[config.mk]
export PLATFORM = sky130hd
export DESIGN_NAME = fifo_uart_tx
export DESIGN_NICKNAME = d
export VERILOG_FILES = /design/src/rtl/fifo_uart_tx.sv
export SDC_FILE = /design/constraint.sdc
export NUM_CORES = 1
export LEC_CHECK = 0
export ABC_AREA = 1
export CORE_MARGIN = 4
export CORE_UTILIZATION = 55
export DETAILED_ROUTE_END_ITERATION = 10
export DONT_BUFFER_PORTS = 1
export PLACE_DENSITY_LB_ADDON = 0.05
export REMOVE_ABC_BUFFERS = 1
export SLEW_MARGIN = 5
export SYNTH_ARGS = -nofsm -noshare
export SYNTH_HDL_FRONTEND = slang
export SYNTH_SLANG_ARGS = --single-unit
[constraint.sdc]
create_clock -name clk -period 2.2 [get_ports clk]
set_clock_uncertainty 0.2 [all_clocks]
set_input_delay 0.44 -clock clk [delete_from_list [all_inputs] [get_ports clk]]
set_output_delay 0.44 -clock clk [all_outputs]
set_load 0.02 [all_outputs]
[src/rtl/fifo_uart_tx.sv]
// fifo_uart_tx: drains a synchronous FIFO and sends each word as a UART
// frame (start bit, DATA_WIDTH data bits LSB first, stop bit).
// Optional even-parity bit between data and stop: define FIFO_UART_TX_PARITY_EN.
// All outputs are decoded from registered state only, so tx returns high
// immediately when rst_n is asserted.
module fifo_uart_tx #(
  parameter int DATA_WIDTH   = 8,
  parameter int CLKS_PER_BIT = 16
) (
  input  logic                  clk,
  input  logic                  rst_n,
  input  logic                  fifo_empty,
  input  logic [DATA_WIDTH-1:0] fifo_data,
  output logic                  fifo_rd_en,
  output logic                  tx,
  output logic                  busy,
  output logic                  tx_done
);

  localparam int BAUD_W = $clog2(CLKS_PER_BIT);
  localparam int BIT_W  = $clog2(DATA_WIDTH + 1);
  localparam logic [BAUD_W-1:0] BAUD_LAST = BAUD_W'(CLKS_PER_BIT - 1);
  localparam logic [BIT_W-1:0]  BIT_LAST  = BIT_W'(DATA_WIDTH - 1);

`ifdef FIFO_UART_TX_PARITY_EN
  typedef enum logic [2:0] {IDLE, FETCH, LOAD, START, DATA, PARITY, STOP} state_t;
`else
  typedef enum logic [2:0] {IDLE, FETCH, LOAD, START, DATA, STOP} state_t;
`endif

  state_t                state_q, state_d;
  logic [BAUD_W-1:0]     baud_cnt;
  logic [BIT_W-1:0]      bit_cnt;
  logic [DATA_WIDTH-1:0] shift_q;
  logic                  baud_last;
`ifdef FIFO_UART_TX_PARITY_EN
  logic                  parity_q;
`endif

  assign baud_last = (baud_cnt == BAUD_LAST);

  // State register; reset lands in IDLE so tx is high straight away.
  always_ff @(posedge clk or negedge rst_n) begin
    if (!rst_n) state_q <= IDLE;
    else        state_q <= state_d;
  end

  // Baud/bit counters and the shift register that feeds the serial line.
  always_ff @(posedge clk or negedge rst_n) begin
    if (!rst_n) begin
      baud_cnt <= '0;
      bit_cnt  <= '0;
      shift_q  <= '0;
`ifdef FIFO_UART_TX_PARITY_EN
      parity_q <= 1'b0;
`endif
    end else if (state_q == LOAD) begin
      shift_q  <= fifo_data;
      bit_cnt  <= '0;
      baud_cnt <= '0;
`ifdef FIFO_UART_TX_PARITY_EN
      parity_q <= ^fifo_data;
`endif
    end else if (state_q == IDLE || state_q == FETCH) begin
      baud_cnt <= '0;
    end else begin
      if (baud_last) baud_cnt <= '0;
      else           baud_cnt <= baud_cnt + BAUD_W'(1);
      if (state_q == DATA && baud_last) begin
        shift_q <= shift_q >> 1;
        bit_cnt <= bit_cnt + BIT_W'(1);
      end
    end
  end

  // Next-state logic and state-decoded outputs.
  always_comb begin
    state_d    = state_q;
    fifo_rd_en = 1'b0;
    tx         = 1'b1;
    tx_done    = 1'b0;
    busy       = (state_q != IDLE);
    case (state_q)
      IDLE: begin
        if (!fifo_empty) state_d = FETCH;
      end
      FETCH: begin
        fifo_rd_en = 1'b1;
        state_d    = LOAD;
      end
      LOAD: begin
        state_d = START;
      end
      START: begin
        tx = 1'b0;
        if (baud_last) state_d = DATA;
      end
      DATA: begin
        tx = shift_q[0];
        if (baud_last && bit_cnt == BIT_LAST) begin
`ifdef FIFO_UART_TX_PARITY_EN
          state_d = PARITY;
`else
          state_d = STOP;
`endif
        end
      end
`ifdef FIFO_UART_TX_PARITY_EN
      PARITY: begin
        tx = parity_q;
        if (baud_last) state_d = STOP;
      end
`endif
      STOP: begin
        tx_done = baud_last;
        if (baud_last) state_d = IDLE;
      end
      default: begin
        state_d = IDLE;
      end
    endcase
  end

endmodule

# Word level (Yosys, flattened, before mapping)
# Cells that the tools add are included.
op_classes:
  n_addsub: 2
  eq_ne: 12
  muxes: 17
  n_reduce_logical: 8
ops:
  columns: ["operator", "count"]
  rows:
  - ["$mux 4", 6]
  - ["$mux 8", 3]
  - ["$pmux 3 s6", 1]
  - ["$mux 3", 4]
  - ["$add 4x1->4 const B", 2]
  - ["$ne 2x2->1 const B", 4]
  - ["$eq 3x2->1 const B", 2]
  - ["$eq 3x3->1 const B", 2]
  - ["$eq 4x3->1 const B", 1]
  - ["$eq 4x4->1 const B", 1]
  - ["$reduce_and 4->1", 1]
  - ["$eq 3x1->1 const B", 1]
  - ["$logic_not 3->1", 1]
  - ["$reduce_bool 3->1", 1]
  - ["$logic_and 1x1->1", 2]
  - ["$mux 1", 2]
  - ["$ne 2x1->1 const B", 1]
  - ["$pmux 1 s2", 1]
  - ["$reduce_and 2->1", 1]
  - ["$reduce_bool 2->1", 1]
  - ["$logic_or 1x1->1", 1]
totals:
  regBits: 19
  in_bits: 11
  output_inout_bits: 4

# Logic depth before layout (Yosys ltp)
# Gate-level depths: netlist of the first run.
depth:
  depth_word: 5
  mapped_depth: 8
  depth_no_buf: 8

# Worst setup path before layout of the first run
# Ideal clock, no wire load.
synth_path:
  path_kind: "register -> output"
  from: "register baud_cnt[0]"
  to: "output tx_done"
  arrival_time_ps: 1029
  setup_slack_ps: 531
  path_stages_with_launch: 4
  n_path_buf: 0
  cell_sequence: "dfrtp_1 -> ha_1 -> nand3_4 -> nor2_1"
synth_between:
  elab_chain_cells: 2
synth_rtl:
  columns: ["element", "line", "text"]
  rows:
  - ["start, declared", "32", "logic [BAUD_W-1:0] baud_cnt;"]
  - ["start signal, assigned", "68", "else baud_cnt <= baud_cnt + BAUD_W'(1);"]
  - ["$eq 4x4->1", "40", "assign baud_last = (baud_cnt == BAUD_LAST);"]
  - ["$mux 1", "83", "case (state_q)"]
  - ["end, declared", "17", "output logic tx_done"]
# No other way between the ends.

# Worst setup path after layout of the first run
# Same ends and word-level chain as after synthesis.

==> results.txt, run 1 <==
- Clock transition time at the flip-flop clock pins of the worst setup and hold paths: 0.11 ns
- Placer congestion estimate: ~0.76
- Insertion delay to the later sink of the worst-skew pair: around 0.29 ns
- Total power consumption of the routed design: between 500 and 600 uW
- The wire-length estimate of the detail-placed layout is 1280 microns.
- Initial Utilization: roughly three fifths
- TritonCTS built the clock tree.
- In this run, CTS created clock tree buffers numbering 3.
* Number of I/O pins: 15
* Launching element type of the critical path: flip-flop
- Setup TNS Final: 0 ns
- Maximum Capacitance Violations: 0
* Flops & latches, synth: 19
- Count of pins over their slew limit: 0
* Die Height: a little over 50 microns
- The core region is ~1800 sq um.
- The floorplan has 15 rows.
- Wire length of the first global-routing pass: a little over 3000 microns
- At the end of the flow, the number of nets in the layout was 142.
- Final setup vio count: 0
- Number of buffer and inverter stages on the critical path: 0
- Sink count of the clock tree: 19
- Cells after Synth: around 120
- Router iterations before antenna repair: 4
- The clock passes through at most 2 buffers.
- Worst path arrival time: around 1.4 ns
- Quantity of hold-fixing buffers added after cts: 1
- Total instance count after detailed placement: 148
- Derived from the worst setup path, the maximum achievable clock frequency is roughly 500 MHz.
- For this design the ratio of total power to cell area is 488 nW/um^2.
- In the final layout, the share of cells above drive strength 1 is approximately an eighth.
- Yosys printed 0 warnings.
- Port-buffer cells: 0
* Overall Global Routing Usage: between 15 and 20%
* Standby leakage power: approximately 0.51 nW
* Number of global-route vias before repair: 740
- Maximum fanout along the worst path: 6
- Number of routed nets with antenna violations: 0
- Slowest cell on crit path: dfrtp_1
* Average via count per standard cell: ~5.3
- Data required, critical path: between 1.5 and 2 ns
- Among cell families on the critical path, the largest total delay comes from simple AND/OR/NAND/NOR gates.
- Worst Max-Slew Pin Slew: about 0.87 ns
* Library cells used by synthesis: 23
- Maximum vdd drop: approximately 0.35 mV
* H-tree levels: 1
- In this run, synthesis inferred 0 flip-flops with an integrated enable.
- After synthesis the cells add up to between 1000 and 1500 sq um.
- Cells traversed along the worst timing path: ha_1 -> nand3_4 -> nor2_1
- Peak per-stage delay on the critical path: approximately 0.4 ns
- Final number of hold-violating endpoints: 0
- Vias after detailed routing: just over 800
* Filler cell count in the final layout: between 150 and 200
- The number of antenna violations at the first check in global routing was 0.
- Leaving out fill and tap cells, the most frequent cell in the layout is nand2_1.
* Routed wire length: 1740 microns
* Setup Buffers After CTS: 0
- Initial DRC Count: 13
- By startpoint and endpoint, the worst setup path is classified as flip-flop to output pin.
- Register area share after synthesis: approximately 45%
- The most used flip-flop cell after synthesis is dfrtp_1.
* Die width: about 52 microns
* Area grow syn2layout: 4.30%
- STA classifies the critical path endpoint as an output pin.
* Final cycle utilization of the critical path: 93.4%
* # resized after CTS: 0
- After detailed routing, the average wire length per cell comes to around 11 microns.
* Average cell area after synthesis: ~8.4 sq um
* Final global-route overflow total: 0
- Outcome: completed
- Path category of the worst min-delay check: input pin to flip-flop
* RSZ-0062 raised after global routing: false
- Cell at the root of the clock tree: clkbuf_4
- Util after Layout: 61.9%
- Share of flip-flops with an asynchronous set or reset after synthesis: between 90% and 100%
* Drt drc: 0
- Post-route minimum period: 2.05 ns
- Post-Route Hold Slack: 0.0730 ns
* Pin count of the biggest net entering global routing: 20
* Final cell count without fillers: 153
- Total Die Area: 2670 sq um
- Headroom to the max-slew limit came out at ~42%.
- The number of antenna diodes in the final layout is 0.
- Commonest cells after routing, fill and taps aside: nand2_1, nand3_1, dfrtp_1
==> synth_stat cells (all sizes together), types with 2 or more instances <==
| cell type | n | share of area [%] |
|---|---|---|
| buf | 3 | 3.6 |
| a21oi | 2 | 0.96 |
| ha | 2 | 2.4 |
| o21ai | 4 | 1.9 |
| nand3 | 23 | 13 |
| nand4 | 4 | 2.4 |
| dfrtp | 19 | 45 |
| inv | 9 | 3.2 |
| nor2 | 13 | 8.7 |
| nand2 | 40 | 15 |
==> through the flow <==
step	cell area [sq um]	setup slack [ns]
finish	1090	0.145
global placement	1060	0.487
global route	1090	0.0514
floorplan	1010	0.531
CTS	1090	0.125
detailed placement	1060	0.465
==> worst paths after layout <==
| path | depth (start not counted) | slack [ns] | endpoint | start |
|---|---|---|---|---|
| worst min register to register | 1 | 0.28 | baud_cnt[0] | baud_cnt[0] |
| min in group asynchronous | 1 | 0.50 | baud_cnt[2] | rst_n |
| worst min-delay path | 2 | 0.07 | shift_q[0] | fifo_data[0] |
| worst max register to register | 6 | 0.64 | bit_cnt[2] | baud_cnt[0] |
| worst max-delay path | 3 | 0.15 | tx_done | baud_cnt[0] |
| max in group asynchronous | 1 | 0.76 | baud_cnt[1] | rst_n |
==> final cells by class <==
| class | count | area (sq um) | share of cell area, % |
|---|---|---|---|
| Multi-Input combinational cell | 93 | 500 | 45.8 |
| Sequential cell | 19 | 475 | 43.5 |
| Inverter | 9 | 33.8 | 3.09 |
| Tap cell | 25 | 31.3 | 2.86 |
| Clock buffer | 4 | 26.3 | 2.41 |
| Timing Repair Buffer | 3 | 25.0 | 2.29 |
==> cell families (layout without fill, tap and decap cells) <==
group | count (synthesis) | after routing | share of synthesized area, %
simple gates | 83 | 83 | 41.1
fa+ha+maj | 2 | 2 | 2.39
xor+xnor | 1 | 1 | 0.836
compound gates | 7 | 7 | 3.47
buf+inv | 12 | 16 | 6.81
flops | 19 | 19 | 45.4
==> state kept, by name, summed over array words and instances, names as in the netlist <==
register and count:
bit_cnt 4, shift_q 8, baud_cnt 4, state_q 3
==> metal layers <==
layer | global-route usage, % | up-vias | share of wire [%]
met5 | 0 | - | 0
met4 | 3.93 | 0 | 0.52
met3 | 4.01 | 2 | 4.2
met2 | 25.8 | 12 | 48
met1 | 19.3 | 380 | 47
li1 | - | 418 | -
==> power breakdown <==
part           total [mW]  internal, mW  switching, mW
registers           0.349         0.349              0
clock network       0.176        0.0704          0.106
logic             0.00786       0.00119        0.00667
Power figures use the tool's default switching activity.
==> inputs of run 2 (changes only) <==
- GPL_ROUTABILITY_DRIVEN: default -> 0
- SETUP_SLACK_MARGIN: default -> 0.5
==> run 2 against run 1 <==
  * Hold slack got worse by 0.0020 ns
  * Largest power group unchanged
  * Largest cell class unchanged
  * Count of clock-buffer cells in the layout did not move
  * Setup slack improved by 0.18 ns
  * Combinational power barely moved
  * Clock power barely moved
  * Sequential power barely moved
  * Critical path type unchanged
  * Highest routed layer unchanged
  * Power rose by 0.26%
  * Cell count rose by 11%
  * Wire length rose by 30%
  * Sequential cell count did not move
  * Sequential share of layout area fell by 6.8 points
  * Register-to-register slack got worse by 0.27 ns
==> results.txt, run 2 (synthesized netlist as in run 1, its figures left out) <==
- Summed over all cells, the static leakage comes to between 0.5 and 0.6 nW.
- The worst setup path is launched from a flip-flop.
- The tightest min-delay check is of the input pin to flip-flop type.
- Path depth of the worst reg2reg path: 11
* Clock transition time at the flip-flop clock pins of the worst setup and hold paths: 0.11 ns
- The flow ran to the end, and the final reports show no timing, DRC or antenna violations.
- TritonCTS built the clock tree.
- Of all nets on the critical path, the largest fanout is 3.
- Once routing completed, OpenROAD measured the worst setup slack at around 0.33 ns.
- Port-buffer cells: 0
* Cells traversed along the worst timing path: buf_6 -> nor2_4 -> nand2_2 -> nor2_4
- The final hold violation count was 0.
- For this run, the total global-route usage over all layers was measured as between 15 and 20%.
- Flop-to-flop setup slack: between 0.3 and 0.4 ns
- Maximum Capacitance Violations: 0
- Total Die Area: around 2700 sq um
- Vias after detailed routing: between 900 and 1,000
- Wire length of the first global-routing pass: between 3000 and 4000 microns
- Initial DRC Count: 19
* Number of I/O pins: 15
* Endpoint of the worst hold-timing path: shift_q[0]
* Relative max-transition margin: approximately two fifths
- Commonest cells after routing, fill and taps aside: nand2_1, nand3_1, dfrtp_1, buf_4, nor2_1
- For the pin with the worst max-slew slack, the measured transition is 0.874 ns.
* Util after Layout: roughly three quarters
- For this configuration, the core starts out at a cell density of 59.4%.
- Nets: approximately 160
* Cell at the root of the clock tree: clkbuf_4
- The analysis attributes to net switching a power of 114 uW.
- Slowest cell on crit path: dfrtp_2
- Sequential cells burn approximately 65% of the power.
- The count of nets left with antenna violations once routing finished came out at 0.
- Share of power burned in the clock network: between 30% and 40%
* Die width: 51.6 microns
- The clock passes through at most 2 buffers.
- Sink count of the clock tree: 19
- The worst hold path was traced through 2 stages.
- Post-route minimum period: 1.87 ns
- In this run, CTS created clock tree buffers numbering 3.
- Setup repair after global routing could not meet its margin everywhere.
- Crit-path most repeated cell: nor2_4
- Final cycle utilization of the critical path: between 80% and 90%
* Number of buffer and inverter stages on the critical path: 1
* Kind of end point of the critical path: output pin
* Filler cell count in the final layout: 151
- Ranked by flip-flop count, first place goes to shift_q.
* Internal power of the cells: between 400 and 500 uW
- The via count of the first global-routing pass is a little over 800.
- Entering global routing, the biggest net connects 20 pins.
- Routed wirelength normalized by instance count: about 13 microns
- Worst path top cell family by delay: flip-flops
- Start point of the worst min-delay path: fifo_data[0]
- Insertion delay to the later sink of the worst-skew pair: between 0.2 and 0.3 ns
- Final global-route overflow total: 0
- Worst path arrival time: approximately 1.2 ns
- After detailed routing, the total wire length is around 2300 microns.
- Combinational logic burns 1.5% of the power.
- DP Area: 1060 sq um
* Area grow syn2layout: 24.5%
* Critical R2R Capture: state_q[2]
- At the placement stage, the worst setup path has a slack of about 0.46 ns.
* Number of diodes: 0
- The first detailed-routing pass ran for 4 iterations.
* Drt drc: 0
- Summed over all nets, the half-perimeter wirelength after detailed placement is around 1300 microns.
- Rows: 15
- Peak per-stage delay on the critical path: ~0.47 ns
- Final setup vio count: 0
- After floorplanning, the core was sized to cover roughly 1800 sq um.
* Sw Share: around a fifth
* Flip-flop count of the largest register after layout: 8
- The startpoint identified for the worst register-to-register timing path is state_q[1].
* H-tree levels: 1
- Leaving out fill and tap cells, the most frequent cell in the layout is nand2_1.
- By startpoint and endpoint, the worst setup path is classified as flip-flop to output pin.
- Count of pins over their slew limit: 0
- The largest registers in the layout are shift_q x8, baud_cnt x4, bit_cnt x4.
* Setup TNS Final: 0 ns
- Fmax: 534 MHz
* Antenna violations before repair: 0
* Data required, critical path: 1.56 ns
- Dividing the detail-routed via count by the number of cells gives ~5.4.
* Die Height: slightly above 50 microns
- With fillers left out, the area of the finished cells amounts to 1300 sq um.
- Hold is met by roughly 0.071 ns.
* Share of cells above drive strength 1: approximately 34%
- Maximum vdd drop: between 0.3 and 0.4 mV
* Total power density per cell area: 410 nW/um^2
## run 2: changes by cell type in the layout (fill, tap and decap cells not counted), moves of 2 or more
cell	delta
buf_4	+14
nand2_4	+3
inv_4	+2
dfrtp_2	+3
buf_6	+3
nor2_4	+2
inv_1	-2
nor2_1	-3
nand2_2	+2
dfrtp_1	-3
nand2_1	-5
## run 2: how the worst max path moves through the flow
| stage | endpoint | from | depth (start not counted) |
|---|---|---|---|
| 6_report | tx_done | state_q[1] | 4 |
| 5_1_grt | tx | state_q[1] | 5 |
| 4_1_cts | tx_done | state_q[1] | 4 |
| 3_5_place_dp | tx_done | baud_cnt[0] | 3 |
| 3_3_place_gp | tx_done | baud_cnt[0] | 3 |
| 2_1_floorplan | tx_done | baud_cnt[0] | 3 |
## run 2: final cells by class
| cell class | count | area, sq um | area share [%] |
|---|---|---|---|
| clock buffers | 4 | 26.3 | 2.02 |
| flip-flops and latches | 19 | 479 | 36.8 |
| repair buffers | 20 | 164 | 12.6 |
| multi-input cells | 93 | 564 | 43.3 |
| well taps | 25 | 31.3 | 2.40 |
| inverters | 9 | 38.8 | 2.98 |
## run 2: repair_timing
action                     in CTS  in global routing
pin swaps                       5                  6
hold buffers                    1                  0
setup endpoints to repair       4                  5
gates resized for setup        16                 11
buffers inserted               14                  3
hold endpoints to repair       19                  0
## run 2: through the flow
step | power, mW | cells
floorplan | 0.356 | 121
global placement | 0.356 | 148
detailed placement | 0.356 | 148
global route | 0.560 | 170
CTS | 0.540 | 167
finish | 0.535 | 170
## run 2: metal layers
metal  track usage [%]  wire length [microns]  up-vias
met2              33.3                   1200       19
met1              20.4                    941      441
met5                 0                      0        -
met4              3.93                     20        0
li1                  -                      -      451
met3              4.01                     91        4
## run 2: power by group through the flow
stage,Sequential [mW],Combinational [mW],Clock (mW)
2_1_floorplan,0.356,0.000000365,0
3_3_place_gp,0.356,0.000000374,0
3_5_place_dp,0.356,0.000000374,0
4_1_cts,0.349,0.00847,0.183
5_1_grt,0.349,0.00925,0.202
6_report,0.349,0.00786,0.178
==> inputs of run 3 (changes only) <==
- PLACE_DENSITY: default -> 0.71
- PLACE_DENSITY_LB_ADDON: 0.05 -> default
==> run 3 against run 2 <==
  * Highest routed layer unchanged
  * Sequential cell count stayed put
  * Global-route usage is 1.8 points higher
  * Combinational power is 0.9% higher
  * Power is 0.35% lower
  * Wire length is 10% higher
  * Clock power hardly changed
  * Largest cell class unchanged
  * Setup slack better by 0.037 ns
  * Hold slack better by 0.0016 ns
  * Non-clock buffer count is 2 higher
  * Sequential power hardly changed
  * Sequential share of layout area is 0.73 points lower
  * Critical path depth is 1 higher
==> results.txt, run 3 (synthesized netlist as in run 1, its figures left out) <==
* Outcome: completed
- The worst-case IR drop observed on VDD is approximately 0.38 mV.
- The number of cells on the worst reg-to-reg path is 9.
* Port-buffer cells: 0
- Routed wirelength normalized by instance count: 14.5 microns
* Final cycle utilization of the critical path: a little over four fifths
* Registers with the most flip-flops: shift_q x8, baud_cnt x4, bit_cnt x4
* Launching element type of the critical path: flip-flop
- In this run switching power makes up a little over a fifth of total power.
- After routing, the total negative slack on setup checks comes to 0 ns.
* Average via count per standard cell: about 5.4
- After clock tree synthesis, the clock-pin slew on the worst setup and hold paths is ~0.12 ns.
* Antenna violations before repair: 0
* Placeable core area: about 1800 sq um
- Sequential fraction of design power: approximately two thirds
* Nets: about 160
- The final route contains between 900 and 1,000 vias.
* Net switching component of the power: approximately 110 uW
- The area growth from synthesis to layout is 27.0%.
- The detail route stage leaves a number of antenna-violating nets equal to 0.
- Per report_power, the combinational group accounts for 1.5% of the total.
* Drt drc: 0
- RSZ-0062 raised after global routing: true
* Reg with most FFs: shift_q
- Die Height: 51.6 microns
- In this run the worst setup path begins at state_q[1].
* Routed wire length: about 2500 microns
- Cell at the root of the clock tree: clkbuf_4
* Standby leakage power: just over 0.6 nW
- Overall Global Routing Usage: between 10% and 20%
* Total power consumption of the routed design: ~530 uW
- Number of I/O pins: 15
* Hold Path Stages: 2
* Maximum fanout along the worst path: 4
* Number of global-route vias before repair: about 920
- H-tree levels: 1
- Of the total power, the clock network draws between 30% and 40%.
* Worst path arrival time: around 1.2 ns
* Internal power of the cells: approximately 420 uW
* Fmax: 545 MHz
- TritonCTS clock tree: done
* Number of diodes: 0
* Share of cells above drive strength 1: 36.7%
- The startpoint identified for the worst hold timing path is fifo_data[1].
- The initial utilization of the core area, before any placement, comes to about 59%.
* Final global-route overflow total: 0
- Commonest cells after routing, fill and taps aside: nand2_1, nand3_1, buf_4
- Subtracting the final worst setup slack from the clock period gives 1.83 ns.
- Max-cap violations in this run came to 0.
- For this design the ratio of total power to cell area is 401 nW/um^2.
- For this block, the initial DRC count from the detailed router was 12.
* Flip-flop count of the largest register after layout: 8
- Hold timing on the final database bottoms out at a slack of between 0.07 and 0.08 ns.
- Data on the critical path is required at its endpoint by about 1.6 ns.
- Endpoint of the worst hold-timing path: shift_q[1]
- The floorplan step set the die width to ~52 microns.
* Start-to-end type of the worst setup path: flip-flop to output pin
- For this run, the slowest stage of the critical path takes 0.47 ns.
- R2r startpoint: state_q[1]
- Number of buffers created by CTS: 3
* Cells traversed along the worst timing path: nor2_4 -> nand2_4 -> inv_2 -> nand2_2 -> nand2_4
- Path category of the worst min-delay check: input pin to flip-flop
- Crit-path most repeated cell: nand2_4
- The final count of pins violating max slew came to 0.
* Rows: 15
* Maximum buffer depth of the clock tree: 2
- Total Die Area: 2670 sq um
- The final hold violation count was 0.
- The slowest stage of the critical path belongs to the cell dfrtp_2.
* Kind of end point of the critical path: output pin
- Relative max-transition margin: about two fifths
* Commonest non-fill, non-tap cell in the layout: nand2_1
- Setup violations remaining at the end of the flow were counted as 0.
* Post-DP HPWL: ~1400 microns
- At the later pin of the worst-skew pair, clock insertion delay measures 0.29 ns.
- The endpoint identified for the worst register-to-register timing path is shift_q[4].
* Router iterations before antenna repair: 4
- Flop-to-flop setup slack: around 0.5 ns
- The first global-routing pass estimated just under 4000 microns of wire.
- Sink count of the clock tree: 19
* Worst Max-Slew Pin Slew: slightly below 0.9 ns
- Pin count of the biggest net entering global routing: 20
run 3: changes by cell type in the layout (fill, tap and decap cells not counted), moves of 2 or more:
| cell | before | now |
|---|---|---|
| nand2_1 | 34 | 32 |
| nand2_2 | 2 | 5 |
| nand3_1 | 19 | 17 |
| nand3_2 | 3 | 5 |
| nor2_1 | 6 | 8 |
run 3: layout make-up:
| type | count | area, sq um |
|---|---|---|
| inverters | 9 | 36.3 |
| fillers | 142 | 434 |
| well taps | 25 | 31.3 |
| clock buffers | 3 | 22.5 |
| clock inverters | 1 | 5.00 |
| multi-input cells | 93 | 568 |
| flip-flops and latches | 19 | 479 |
| repair buffers | 22 | 188 |
run 3: layer usage:
metal  global-route usage, %  vias up  part of all wire (%)
met5                       0        -                     0
met4                    3.93        0                  0.88
met3                    3.72        4                   3.6
met2                    35.8       16                    52
met1                    23.7      459                    43
li1                        -      452                     -
run 3: worst max-delay path by stage:
stage / end / slack (ns) / depth (start not counted)
after floorplan: tx_done / 0.53 / 3
after global placement: tx / 0.49 / 5
after detailed placement: tx_done / 0.46 / 3
after CTS: tx / 0.38 / 5
after global routing: tx / 0.30 / 5
final: tx / 0.37 / 5
run 3: critical path: cells and delay by family, from the launching register on:
family                 cells  cell delay, ns
buffers and inverters      1            0.07
DFF                        1            0.47
and+or+nand+nor            4            0.36
run 3: metrics by stage:
stage / std cells / setup WS, ns / utilization, % / area, sq um
finish: 172 / 0.365 / 75.4 / 1330
global route: 172 / 0.298 / 75.4 / 1330
CTS: 164 / 0.379 / 69.9 / 1230
detailed placement: 148 / 0.455 / 59.9 / 1060
global placement: 148 / 0.489 / 59.9 / 1060
floorplan: 121 / 0.531 / - / 1010
run 3: power by group through the flow:
stage,logic (mW),clock network (mW),registers [mW]
after global placement,0.000000374,0,0.356
after global routing,0.00919,0.200,0.349
final,0.00793,0.176,0.349
after detailed placement,0.000000374,0,0.356
after floorplan,0.000000365,0,0.356
after CTS,0.00849,0.177,0.349
run 3: what timing repair did:
item / 4_1_cts / 5_1_grt
setup buffers: 11 / 8
gates resized for setup: 18 / 9
hold buffers: 1 / 0
setup endpoints to repair: 4 / 13
endpoints found under the hold margin: 19 / 0
pin swaps: 5 / 5
